===== src/rtl/mux2_arbiter.sv =====
// Round-robin arbiter for a shared 2:1 mux: grants one requester at a time, drives select s,
// and registers the selected word onto f with f_valid. Hold time is bounded only under contention.
module mux2_arbiter #(
  parameter int WIDTH    = 1,
  parameter int HOLD_MAX = 4
) (
  input  logic             clk,
  input  logic             rst,
  input  logic             req0,
  input  logic             req1,
  input  logic [WIDTH-1:0] w0,
  input  logic [WIDTH-1:0] w1,
  output logic             gnt0,
  output logic             gnt1,
  output logic             s,
  output logic [WIDTH-1:0] f,
  output logic             f_valid
);

  localparam int CW = (HOLD_MAX > 1) ? $clog2(HOLD_MAX) : 1;
  localparam logic [CW-1:0] CNT_MAX = CW'(HOLD_MAX - 1);

  typedef enum logic [1:0] {
    IDLE = 2'd0,
    OWN0 = 2'd1,
    OWN1 = 2'd2
  } state_t;

  state_t           state_q, state_d;
  logic             last_q, last_d;
  logic [CW-1:0]    cnt_q, cnt_d;
  logic             s_q, s_d;
  logic [WIDTH-1:0] f_q, f_d;
  logic             f_valid_q, f_valid_d;

  logic             hold_expired;
  logic             xfer;
  logic [WIDTH-1:0] mux_out;

  assign hold_expired = (cnt_q == CNT_MAX);
  assign mux_out      = s_q ? w1 : w0;
  assign xfer         = ((state_q == OWN0) && req0) || ((state_q == OWN1) && req1);

  always_comb begin
    state_d = state_q;
    unique case (state_q)
      IDLE: begin
        if (req0 && req1) state_d = last_q ? OWN0 : OWN1;
        else if (req0)    state_d = OWN0;
        else if (req1)    state_d = OWN1;
      end
      OWN0: begin
        // A dropped request is evaluated before hold expiry; both yield the same owner.
        if (!req0)                     state_d = req1 ? OWN1 : IDLE;
        else if (req1 && hold_expired) state_d = OWN1;
      end
      OWN1: begin
        if (!req1)                     state_d = req0 ? OWN0 : IDLE;
        else if (req0 && hold_expired) state_d = OWN0;
      end
      default: state_d = IDLE;
    endcase
  end

  always_comb begin
    cnt_d  = cnt_q;
    last_d = last_q;
    s_d    = s_q;
    if (state_d != state_q) begin
      cnt_d = '0;
      if (state_d == OWN0) begin
        last_d = 1'b0;
        s_d    = 1'b0;
      end else if (state_d == OWN1) begin
        last_d = 1'b1;
        s_d    = 1'b1;
      end
    end else if (state_q != IDLE && !hold_expired) begin
      cnt_d = cnt_q + 1'b1;
    end
  end

  always_comb begin
    f_d       = f_q;
    f_valid_d = 1'b0;
    if (xfer) begin
      f_d       = mux_out;
      f_valid_d = 1'b1;
    end
  end

  always_ff @(posedge clk) begin
    if (rst) begin
      state_q   <= IDLE;
      last_q    <= 1'b1;
      cnt_q     <= '0;
      s_q       <= 1'b0;
      f_q       <= '0;
      f_valid_q <= 1'b0;
    end else begin
      state_q   <= state_d;
      last_q    <= last_d;
      cnt_q     <= cnt_d;
      s_q       <= s_d;
      f_q       <= f_d;
      f_valid_q <= f_valid_d;
    end
  end

  assign gnt0    = (state_q == OWN0);
  assign gnt1    = (state_q == OWN1);
  assign s       = s_q;
  assign f       = f_q;
  assign f_valid = f_valid_q;

endmodule

===== config.mk =====
export PLATFORM = sky130hd
export DESIGN_NAME = mux2_arbiter
export DESIGN_NICKNAME = d
export VERILOG_FILES = /design/src/rtl/mux2_arbiter.sv
export SDC_FILE = /design/constraint.sdc
export NUM_CORES = 1
export LEC_CHECK = 0
export BUFFER_PORTS_ARGS = -buffer_cell sky130_fd_sc_hd__buf_4
export CORE_AREA = 2 2 39 41
export DETAILED_ROUTE_END_ITERATION = 16
export DIE_AREA = 0 0 41 43
export PLACE_DENSITY = 0.53
export RECOVER_POWER = 100
export SYNTH_ARGS = -nofsm -noshare
export SYNTH_HDL_FRONTEND = slang
export SYNTH_SLANG_ARGS = --single-unit

===== constraint.sdc =====
create_clock -name clk -period 4.7 [get_ports clk]
set_input_delay 0.235 -clock clk [delete_from_list [all_inputs] [get_ports clk]]
set_output_delay 0.235 -clock clk [all_outputs]
set_load 0.03 [all_outputs]

==> reports/qor.csv <==
metric,value,unit
HPWL after DPL,642,µm
WL final,834,µm
initial DRC count,2,
most frequent cell after synthesis,dfxtp_1,
static leakage,0.229,nW
Peak VDD IR,169,µV
"CTS clk-pin slew, worst paths",0.05,ns
synthesis-stage register bit count,8,
"top cells by area, synth","dfxtp_1, mux2i_1, nor2_1, a21oi_1, ha_1",
Final Non-Filler Cells,80,
worst setup path end,s$_SDFFE_PP0P_,
Post CTS Setup Buffer Count,0,
n_diodes,0,
initial antenna violation count,0,
Synth-to-Final Area Change,17.0,%
syn_area_per_cell,8.43,µm²
CTS buffer count,3,
antenna-violating nets left,0,
"Seq/Total Area, Yosys",35.2,%
highest clock rate,0.492,GHz
post-synth top area cell,dfxtp_1,
Die W,41,µm
GP Congestion,0.695,
Setup CP Type,reg -> reg,
FILL cells,156,
Post-synth EDFFs,0,
outcome,"finished, final reports clean",
worst clock skew,0.00268,ns
Power Dens Cells,314,mW/mm²
Row Count,14,
Final Cycle Share,43.2,%
initial core utilization,32.9,%
share of synthesized registers carrying an async set or reset,0,%
Hold Path Class,in -> reg,
hold_buf cts,0,
top-area cell type share of the netlist area,35.2,%
CTS resizes,0,
RR Startpoint,cnt_q[0]$_SDFFE_PP0P_,
Max Fanout on Critical Path,7,
Critical Path Start Type,register,
CTS tree,yes,
endpoints failing setup,0,
routed vias/inst,4.84,
R2R Setup Slk,2.67,ns
Max Cap Violations,0,
vias in the first global route,379,
clk buf depth,2,
Inst Count DP,77,
"Remaining Overflow, GRT",0,
final setup TNS,0,ns
Synth Flop Type,dfxtp_1,
"Slew Viols, Final",0,
R2R Path End,s$_SDFFE_PP0P_,
area of the multi-input gates,263,µm²
Critical Path Sink Type,register,
Skew-Pair Late Insertion Delay,0.25,ns
CORE AREA,0.00138,mm²
Tmin final,2.03,ns
final net count,74,
PortBufs,10,
largest net degree at the start of global routing,12,
Cells after Synth,54,
Die Ht,43,µm
maximum level of the CTS H-tree,1,
clk sink count,8,
root buffer cell,clkbuf_4,
Worst Path Required,4.84,ns
aggregate global-route resource usage,13.5,%
Syn. warnings,0,
Final Hold Viols,0,
worst r2r path cells,9,
dpl ws,2.74,ns
DRC errors left,0,
"top cells by count, synth","dfxtp_1, nor2_1, a21oi_1",
Vias,387,
first-pass GRT wire length,1590,µm
Worst Setup SP,cnt_q[0]$_SDFFE_PP0P_,
Ports,11,
"Distinct cells, synth",24,
RSZ-0062 raised after global routing,false,
Setup WS post-layout,2.67,ns
drt pass-1 iters,2,
layout cells sized above 1,15.6,%
Slew HR,74.6,%
Post-Synthesis Cell Area,455,µm²
routed len/inst,10.4,µm
worst slew pin tran,0.377,ns
Die Area,0.00176,mm²
Synthesized Nets,62,
register area,160,µm²
critical path data arrival time,2.17,ns
[layer usage]
metal / global-route usage, % / wire (µm) / vias up
met4: 4.00 / 0 / 0
met2: 15.9 / 355 / 8
li1: - / - / 210
met3: 9.42 / 53 / 0
met1: 19.2 / 425 / 169
met5: 0 / 0 / -
[cells in the final DEF (no fill, tap or decap), drive strengths merged, types with 2 or more instances in the layout]
cell type / n
mux2i: 3
nor3: 3
clkbuf: 8
nand2: 3
buf: 5
a21oi: 6
o21ai: 2
nor2b: 4
ha: 2
inv: 3
mux2: 2
dfxtp: 8
nor2: 7
[registers in the layout (all words and copies together), names as in the netlist]
register / flops
cnt_q: 2
f_valid: 1
last_q: 1
state_q: 2
f: 1
s: 1
[critical path, stage by stage (launching register included)]
cell	delay, ns
dfxtp_1	0.34
ha_1	0.30
inv_1	0.06
a21oi_1	0.13
o21ai_0	0.11
a21oi_1	0.14
ha_1	0.24
a21oi_1	0.10
o21ai_0	0.16
mux2_4	0.33
[report_power, final]
group | switching, mW | internal (mW)
logic | 0.0216 | 0.0182
clock network | 0.0208 | 0.0290
registers | 0.00499 | 0.0728
[per-stage QoR]
step	power (mW)	util (%)	hold slack (ns)	area [µm²]
2_1_floorplan	0.112	-	0.422	455
3_3_place_gp	0.124	38.8	0.482	537
3_5_place_dp	0.124	38.8	0.491	537
4_1_cts	0.176	40.4	0.222	559
5_1_grt	0.181	38.5	0.235	533
6_report	0.167	38.5	0.230	533
[logic make-up after synthesis]
| logic type | Yosys count | synth area share [%] |
|---|---|---|
| buffers and inverters | 6 | 5.49 |
| xor gates and xnor gates | 1 | 1.92 |
| DFF | 8 | 35.2 |
| and+or+nand+nor | 19 | 20.6 |
| adders and majority gates | 2 | 5.49 |
| muxes | 5 | 12.4 |
| AOI/OAI and AO/OA | 13 | 19.0 |
[cell type report]
class	count	share of cell area (%)
Clock buffer	3	4.23
Inverter	3	2.11
Multi-Input combinational cell	40	49.3
Sequential cell	8	30.0
Tap cell	16	3.76
Timing Repair Buffer	10	10.6
[worst min path at each step]
| stage | startpoint | to | slack [ns] | depth (start not counted) |
|---|---|---|---|---|
| floorplan | req0 | state_q[0]$_SDFF_PP0_ | 0.42 | 2 |
| global placement | f$_SDFFE_PP0P_ | f$_SDFFE_PP0P_ | 0.48 | 2 |
| detailed placement | rst | f$_SDFFE_PP0P_ | 0.49 | 2 |
| CTS | rst | f$_SDFFE_PP0P_ | 0.22 | 2 |
| global route | rst | state_q[1]$_SDFF_PP0_ | 0.23 | 2 |
| finish | rst | state_q[1]$_SDFF_PP0_ | 0.23 | 2 |
Power figures use the tool's default switching activity.
